[src/rtl/morse_key_classifier.sv]
// rtl/morse_key_classifier.sv - Morse key line to one-cycle DIT/DAH/GAP/SPACE element codes
module morse_key_classifier #(
   parameter int unsigned CYCLES_PER_UNIT = 1200000,
   parameter int unsigned DAH_UNITS       = 2,
   parameter int unsigned GAP_UNITS       = 3,
   parameter int unsigned SPACE_UNITS     = 7,
   parameter int unsigned MIN_PRESS       = 2,
   parameter int unsigned CNT_W           = 32
) (
   input  logic       clk,
   input  logic       reset,
   input  logic       key,
   output logic [2:0] sym,
   output logic       key_sync
);

   localparam logic [2:0] SYM_WAIT  = 3'd0;
   localparam logic [2:0] SYM_DIT   = 3'd1;
   localparam logic [2:0] SYM_DAH   = 3'd2;
   localparam logic [2:0] SYM_GAP   = 3'd3;
   localparam logic [2:0] SYM_SPACE = 3'd4;

   // Thresholds are formed at counter width so they compare directly against the counters.
   localparam logic [CNT_W-1:0] UNIT       = CNT_W'(CYCLES_PER_UNIT);
   localparam logic [CNT_W-1:0] DAH_TH     = CNT_W'(DAH_UNITS) * UNIT;
   localparam logic [CNT_W-1:0] GAP_LAST   = CNT_W'(GAP_UNITS) * UNIT - CNT_W'(1);
   localparam logic [CNT_W-1:0] SPACE_LAST = CNT_W'(SPACE_UNITS - GAP_UNITS) * UNIT - CNT_W'(1);
   localparam logic [CNT_W-1:0] MIN_TH     = CNT_W'(MIN_PRESS);
   localparam logic [CNT_W-1:0] CNT_ONE    = CNT_W'(1);
   localparam logic [CNT_W-1:0] CNT_MAX    = '1;

   typedef enum logic [1:0] {
      IDLE   = 2'd0,
      DOWN   = 2'd1,
      UP     = 2'd2,
      GAPPED = 2'd3
   } state_t;

   state_t           state, state_nx;
   state_t           ret, ret_nx;
   logic             s1, s2;
   logic             boot, armed;
   logic [CNT_W-1:0] press, press_nx;
   logic [CNT_W-1:0] sil, sil_nx;
   logic [2:0]       sym_nx;

   assign key_sync = s2;

   // Two-flop synchronizer plus arming: a press already held across reset must be
   // released (s1 seen low after the first clock) before a new press is accepted.
   always_ff @(posedge clk or posedge reset) begin
      if (reset) begin
         s1    <= 1'b0;
         s2    <= 1'b0;
         boot  <= 1'b0;
         armed <= 1'b0;
      end else begin
         s1    <= key;
         s2    <= s1;
         boot  <= 1'b1;
         armed <= armed | (boot & ~s1);
      end
   end

   // State, return state, counters and the registered element code.
   always_ff @(posedge clk or posedge reset) begin
      if (reset) begin
         state <= IDLE;
         ret   <= IDLE;
         press <= '0;
         sil   <= '0;
         sym   <= SYM_WAIT;
      end else begin
         state <= state_nx;
         ret   <= ret_nx;
         press <= press_nx;
         sil   <= sil_nx;
         sym   <= sym_nx;
      end
   end

   // Next-state logic: classify presses on release, time silences for GAP/SPACE.
   always_comb begin
      state_nx = state;
      ret_nx   = ret;
      press_nx = press;
      sil_nx   = sil;
      sym_nx   = SYM_WAIT;
      case (state)
         IDLE: begin
            sil_nx = '0;
            if (s2 && armed) begin
               state_nx = DOWN;
               ret_nx   = IDLE;
               press_nx = CNT_ONE;
            end
         end
         DOWN: begin
            if (s2) begin
               press_nx = (press == CNT_MAX) ? press : press + CNT_ONE;
            end else begin
               sil_nx = '0;
               if (press < MIN_TH) begin
                  // Glitch: resume whatever was pending before the press.
                  state_nx = ret;
               end else begin
                  sym_nx   = (press < DAH_TH) ? SYM_DIT : SYM_DAH;
                  state_nx = UP;
               end
            end
         end
         UP: begin
            if (s2) begin
               state_nx = DOWN;
               ret_nx   = UP;
               press_nx = CNT_ONE;
               sil_nx   = '0;
            end else if (sil == GAP_LAST) begin
               sym_nx   = SYM_GAP;
               state_nx = GAPPED;
               sil_nx   = '0;
            end else begin
               sil_nx = (sil == CNT_MAX) ? sil : sil + CNT_ONE;
            end
         end
         GAPPED: begin
            if (s2) begin
               state_nx = DOWN;
               ret_nx   = GAPPED;
               press_nx = CNT_ONE;
               sil_nx   = '0;
            end else if (sil == SPACE_LAST) begin
               sym_nx   = SYM_SPACE;
               state_nx = IDLE;
               sil_nx   = '0;
            end else begin
               sil_nx = (sil == CNT_MAX) ? sil : sil + CNT_ONE;
            end
         end
         default: begin
            state_nx = IDLE;
         end
      endcase
   end

endmodule

[config.mk]
export PLATFORM = sky130hd
export DESIGN_NAME = morse_key_classifier
export DESIGN_NICKNAME = d
export VERILOG_FILES = /design/src/rtl/morse_key_classifier.sv
export SDC_FILE = /design/constraint.sdc
export NUM_CORES = 1
export LEC_CHECK = 0
export CAP_MARGIN = 20
export CORE_UTILIZATION = 52
export DETAILED_ROUTE_END_ITERATION = 8
export HOLD_SLACK_MARGIN = 0.12
export PLACE_DENSITY = 0.73
export SLEW_MARGIN = 20
export SYNTH_ARGS = -nofsm -noshare
export SYNTH_HDL_FRONTEND = slang
export SYNTH_SLANG_ARGS = --single-unit
export TNS_END_PERCENT = 5
[constraint.sdc]
create_clock -name clk -period 4.7 [get_ports clk]
set_input_delay 0.705 -clock clk [delete_from_list [all_inputs] [get_ports clk]]
set_output_delay 0.705 -clock clk [all_outputs]
set_load 0.03 [all_outputs]
### Yosys cells after proc, flatten, opt, wreduce, memory -nomap -nowiden

Cells that the tools add are included.
Widths: inputs -> output; s select.

| operators by class | value |
|---|---|
| add/sub/neg operators | 2 |
| multipliers | 0 |
| divide/modulo/power cells | 0 |
| order comparisons | 2 |
| eq/ne operators | 16 |
| shift operators | 0 |
| multiplexer cells | 32 |
| bitwise gates (word level) | 3 |
| reductions and logical operators | 7 |

Operator list:

| cell | number |
|---|---|
| $mux 32 | 10 |
| $pmux 32 s4 | 1 |
| $pmux 32 s3 | 1 |
| $add 32x1->32 const B | 2 |
| $eq 32x32->1 const B | 2 |
| $eq 32x22->1 const B | 1 |
| $eq 32x23->1 const B | 1 |
| $lt 32x2->1 const B | 1 |
| $lt 32x22->1 const B | 1 |
| $mux 2 | 15 |
| $ne 2x2->1 const B | 6 |
| $reduce_and 4->1 | 3 |
| $pmux 3 s3 | 1 |
| $pmux 2 s4 | 1 |
| $mux 3 | 2 |
| $ne 3x3->1 const B | 2 |
| $pmux 2 s3 | 1 |
| $eq 2x2->1 const B | 2 |
| $reduce_bool 3->1 | 1 |
| $eq 2x1->1 const B | 1 |
| $logic_not 2->1 | 1 |
| $ne 2x1->1 const B | 1 |
| $reduce_or 2->1 | 1 |
| $and 1x1->1 | 1 |
| other kinds (3) | 3 |

| storage, ports and cells | value |
|---|---|
| register bits | 75 |
| bits in latches | 0 |
| RAM bits | 0 |
| bits in read-only memories | 0 |
| input bits | 3 |
| output and inout bits | 4 |
| logic and storage cells | 71 |
| memories | 0 |

### Depth between registers and ports, before layout

| logic depth | value |
|---|---|
| depth in word-level cells | 5 |
| depth in mapped cells | 8 |
| gate-level depth less buffers | 7 |

### Worst setup path after synthesis

Ideal clock, no wire load.

| timing | value |
|---|---|
| path type | flip-flop to flip-flop |
| start point | register sil[0] |
| end point | register sil[29] |
| library setup time | 0.140 ns |
| data arrival time | 1.988 ns |
| data required time | 4.560 ns |
| path slack | 2.572 ns |
| cell stages (with the launch flop) | 9 |
| period minus slack after synthesis | 2.128 ns |
| cell sequence | dfrtp_1 ha_1 nand4_1 or4_1 o22ai_2 a21oi_2 buf_2 o311ai_1 o211ai_1 |

| between the ends | value |
|---|---|
| cells in the longest elaborated chain, start to end | 5 |
| elaborated cells on any way between the ends | 10 |
| those cells by class | 1 x add/sub; 3 x eq/ne; 6 x mux |

RTL lines:

| element | RTL line | source |
|---|---|---|
| from (decl) | 44 | `logic [CNT_W-1:0] sil, sil_nx;` |
| from (signal assigned) | 77 | `sil <= sil_nx;` |
| $add 32x1->32 / $eq 32x32->1 (equally long branches) | 123, 137 |  |
| $mux 32 | 123, 137 |  |
| $mux 32, on equally long branches | 132, 118 |  |
| $mux 32, on equally long branches | 127, 113 |  |
| $pmux 32 s4 (*) | 89 | `case (state)` |

Every way passes the cells marked *; elsewhere a longest branch is shown, timed or not.
A chain may end at the register's enable or synchronous reset.

### Worst setup path in the final report

| timing | value |
|---|---|
| start point | register sil[0] |
| end point | register sil[5] |

The elaborated chain is that of the path after synthesis.

==> impl_results.md <==
* Gate Count Post-Synth at 501
* Worst Clk Skew at 0.01292 ns
* CP endpoint kind: flip-flop
* Layout cell share with drive strength beyond 1 at 8.946%
* Fin. Hold Viols at 0
* Synth cell types at 67
* Clock transition at the registers of the reported paths at 0.08 ns
* First-pass GRT wire length at 17.48 mm
* Synth-to-layout area growth at 6.942%
* Die width at 94.15 um
* Core ar. at 8217 sq um
* Largest stage delay on the critical path at 0.61 ns
* CP startpoint: sil[0]
* Worst-skew pair later-pin latency at 0.35 ns
* Register area at 1877 sq um
* Power Density at 326.1 nW/um^2
* Total wire length at 10.14 mm
* Post-CTS resize count at 0
* Detailed Place HPWL at 6.875 mm
* Flop2flop setup slack at 2.14 ns
* Port-buffer cells at 6
* Detailed-route vias per instance at 6.262
* Area after DPL at 4501 sq um
* Crit path buf inv count at 0
* Critical-path cell list: ha_1 -> nand4_1 -> or4_1 -> o22ai_2 -> a21o_2 -> nor2_1 -> a22o_1
* Startpoint Class: flip-flop
* Layout filler cell count at 746
* Max-cap violation count at 0
* Nets at 504
* Register area share after synthesis at 42.50%
* Max Slew Vio Count at 0
* Async SR Flop Fraction at 100.0%
* Die area at 8864 sq um
* Die H at 94.15 um
* Remaining DRCs at 0
* Initial antenna violation count at 0
* Post-CTS setup buffers at 0
* Worst path required time at 4.93 ns
* Routed Antenna Nets at 0
* CP max stage cell: or4_1
* Post-Syn Nets at 506
* FF+latch count, synth at 75
* # rows at 33
* Achievable clock frequency at 0.3903 GHz
* Routed len/inst at 16.67 um
* Final setup fails at 0
* CP Class: flip-flop to flip-flop
* # H-tree levels at 3
* I/O pin cnt at 7
* Cell area after layout at 4722 sq um
* Routability congestion estimate at 0.9022
* Mapped Area at 4415 sq um
* Number of buffers created by CTS at 9
* Number of synthesized flops with an enable pin at 0
* Crit Path Max Fanout at 13
* Worst vdd ir at 0.0001868 V
* Total grt overflow at 0
* Least-Margin Pin Slew at 0.9268 ns
* Setup TNS at 0 ns
* GRT Resource Usage Total at 25.01%
* Sink Count at 75
* Largest net degree at the start of global routing at 51
* 1st-iter DRT viols at 258
* Worst hold slack at 0.3810 ns
* Initial Util at 53.74%
* Part of the cycle the worst path needs at 54.51%
* Worst Hold Launch: s1
* Most used DFF post-synth: dfrtp_1
* HP Class: flip-flop to flip-flop
* Yosys Warn Count at 0
* R2R Path Start: sil[0]
* Clock root buffer master: clkbuf_8
* CP delay by family, top: simple AND/OR/NAND/NOR gates
* Run status: completed
* Multi-input logic area at 2341 sq um
* CTS tree: built
* Pleak at 1.885 nW
* Diode count at 0
* Min Clock Period, post-route at 2.562 ns
* Clock buffer depth at 2
* Relative slew margins at 37.64%
* Hold buffers post-CTS at 0
* Critical Path AT at 2.79 ns
* Vias at 3,807
* Initial DRT Pass Iterations at 5
* Unrepaired setup endpoints after global routing: false
* Vias in the first global route at 3,762
* Avg Cell Area, Syn at 8.813 sq um
worst register-to-register path, cell delays in order, from the launching register on:
cell and delay [ns]:
dfrtp_1 0.40, ha_1 0.23, nand4_1 0.21, or4_1 0.61, o22ai_2 0.22, a21o_2 0.35
nor2_1 0.18, a22o_1 0.25
placed cells by master (no fill, tap or decap), types with 3 or more instances in the layout:
cell type        netlist  layout
a211oi_1               4       4
a21o_1                 3       3
a21oi_1               21      21
a22o_1                 3       3
a31oi_1               16      16
a41oi_1                5       5
and3_1                 9       9
and4_1                 6       6
clkbuf_8               0      10
clkdlybuf4s50_1        0       6
clkinv_2               0       3
dfrtp_1               75      75
inv_1                 21      20
mux2i_1                3       3
nand2_1               53      53
nand2b_1               3       3
nand3_1               31      31
nand4_1               17      17
nor2_1                58      56
nor3_1                13      13
nor4_1                12      12
nor4b_1                5       5
o211ai_1               7       7
o21ai_0               10      10
o21ai_1               12      12
o22ai_1                4       4
o31ai_1                5       5
or3_1                  7       7
or4_1                  7       7
xnor2_1               13      13
xor2_1                 7       7
synthesized netlist by cell type (all sizes together), types with 3 or more instances:
cell    number  share of area, %
nand4       19               3.2
a41oi        5              0.99
o22ai        5              0.85
a21oi       24               3.0
a21o         4              0.71
a22o         3              0.60
clkbuf      11              0.96
and4         6               1.2
xor2         7               1.4
o211ai       9               1.8
inv         21               1.8
nand3       32               3.7
nor2        58               4.9
or3          7              0.99
nand2b       3              0.43
buf         11               2.0
or2          3              0.43
nor4b        5              0.99
and3         9               1.3
mux2i        3              0.68
a31o         4              0.79
o21ai       23               2.7
xnor2       13               2.6
a211oi       4              0.68
dfrtp       75                43
o31ai        7               1.4
a31oi       16               2.3
nor4        15               2.7
nand2       53               4.5
or4          8               1.4
nor3        16               2.3
cell families (layout without fill, tap and decap cells):
kind of cell / Yosys count / count (layout) / synth area share [%]
AND/OR/NAND/NOR: 238 / 238 / 28.82
AO/OA/AOI/OAI: 119 / 119 / 18.62
flip-flops: 75 / 75 / 42.50
buffers and inverters: 43 / 45 / 4.761
XOR/XNOR: 20 / 20 / 3.967
multiplexers: 3 / 3 / 0.6801
adder cells (fa/ha/maj): 2 / 2 / 0.5666
other: 1 / 1 / 0.08493
final cells by class:
type | count | share of cell area [%]
clock buffer | 10 | 2.915
clock inverter | 5 | 1.139
inverter | 21 | 1.669
multi-input combinational | 383 | 49.58
sequential | 75 | 39.75
tap | 105 | 2.782
timing repair buffer | 9 | 2.173
worst paths after layout:
check	end	cells past startpoint
hold reg to reg	key_sync	0
max in group asynchronous	armed	3
setup reg to reg	sil[5]	7
setup / recovery	sil[5]	7
hold / removal	key_sync	0
min in group asynchronous	press[9]	2
metal layers:
metal  global-route usage [%]  part of all wire, %  vias to the layer above
met5                        0                    0                        -
met4                    8.974                  1.7                        0
met3                    4.531                  4.0                       20
met2                    43.06                   50                      100
met1                    31.14                   44                     1833
li1                         -                    -                     1854
through the flow:
step,cells,setup slack (ns),util [%],total power [mW]
2_1_floorplan,501,2.085,-,0.9803
3_3_place_gp,592,2.229,54.77,1.034
3_5_place_dp,592,2.077,54.77,1.049
4_1_cts,607,2.059,57.10,1.539
5_1_grt,608,1.974,57.47,1.624
6_report,608,2.138,57.47,1.540
power by group:
group | switching, mW | internal [mW] | leakage, nW
Combinational | 0.212 | 0.108 | 0.759
Clock | 0.235 | 0.255 | 0.102
Sequential | 0.0488 | 0.681 | 1.02
Total | 0.496 | 1.04 | 1.88
registers in the layout, indices dropped and copies added, names as in the netlist:
signal	count
state	2
press	32
sil	32
sym	3
key_sync	1
armed	1
ret	2
boot	1
s1	1
Note: power is estimated with default switching activity, not from simulation.
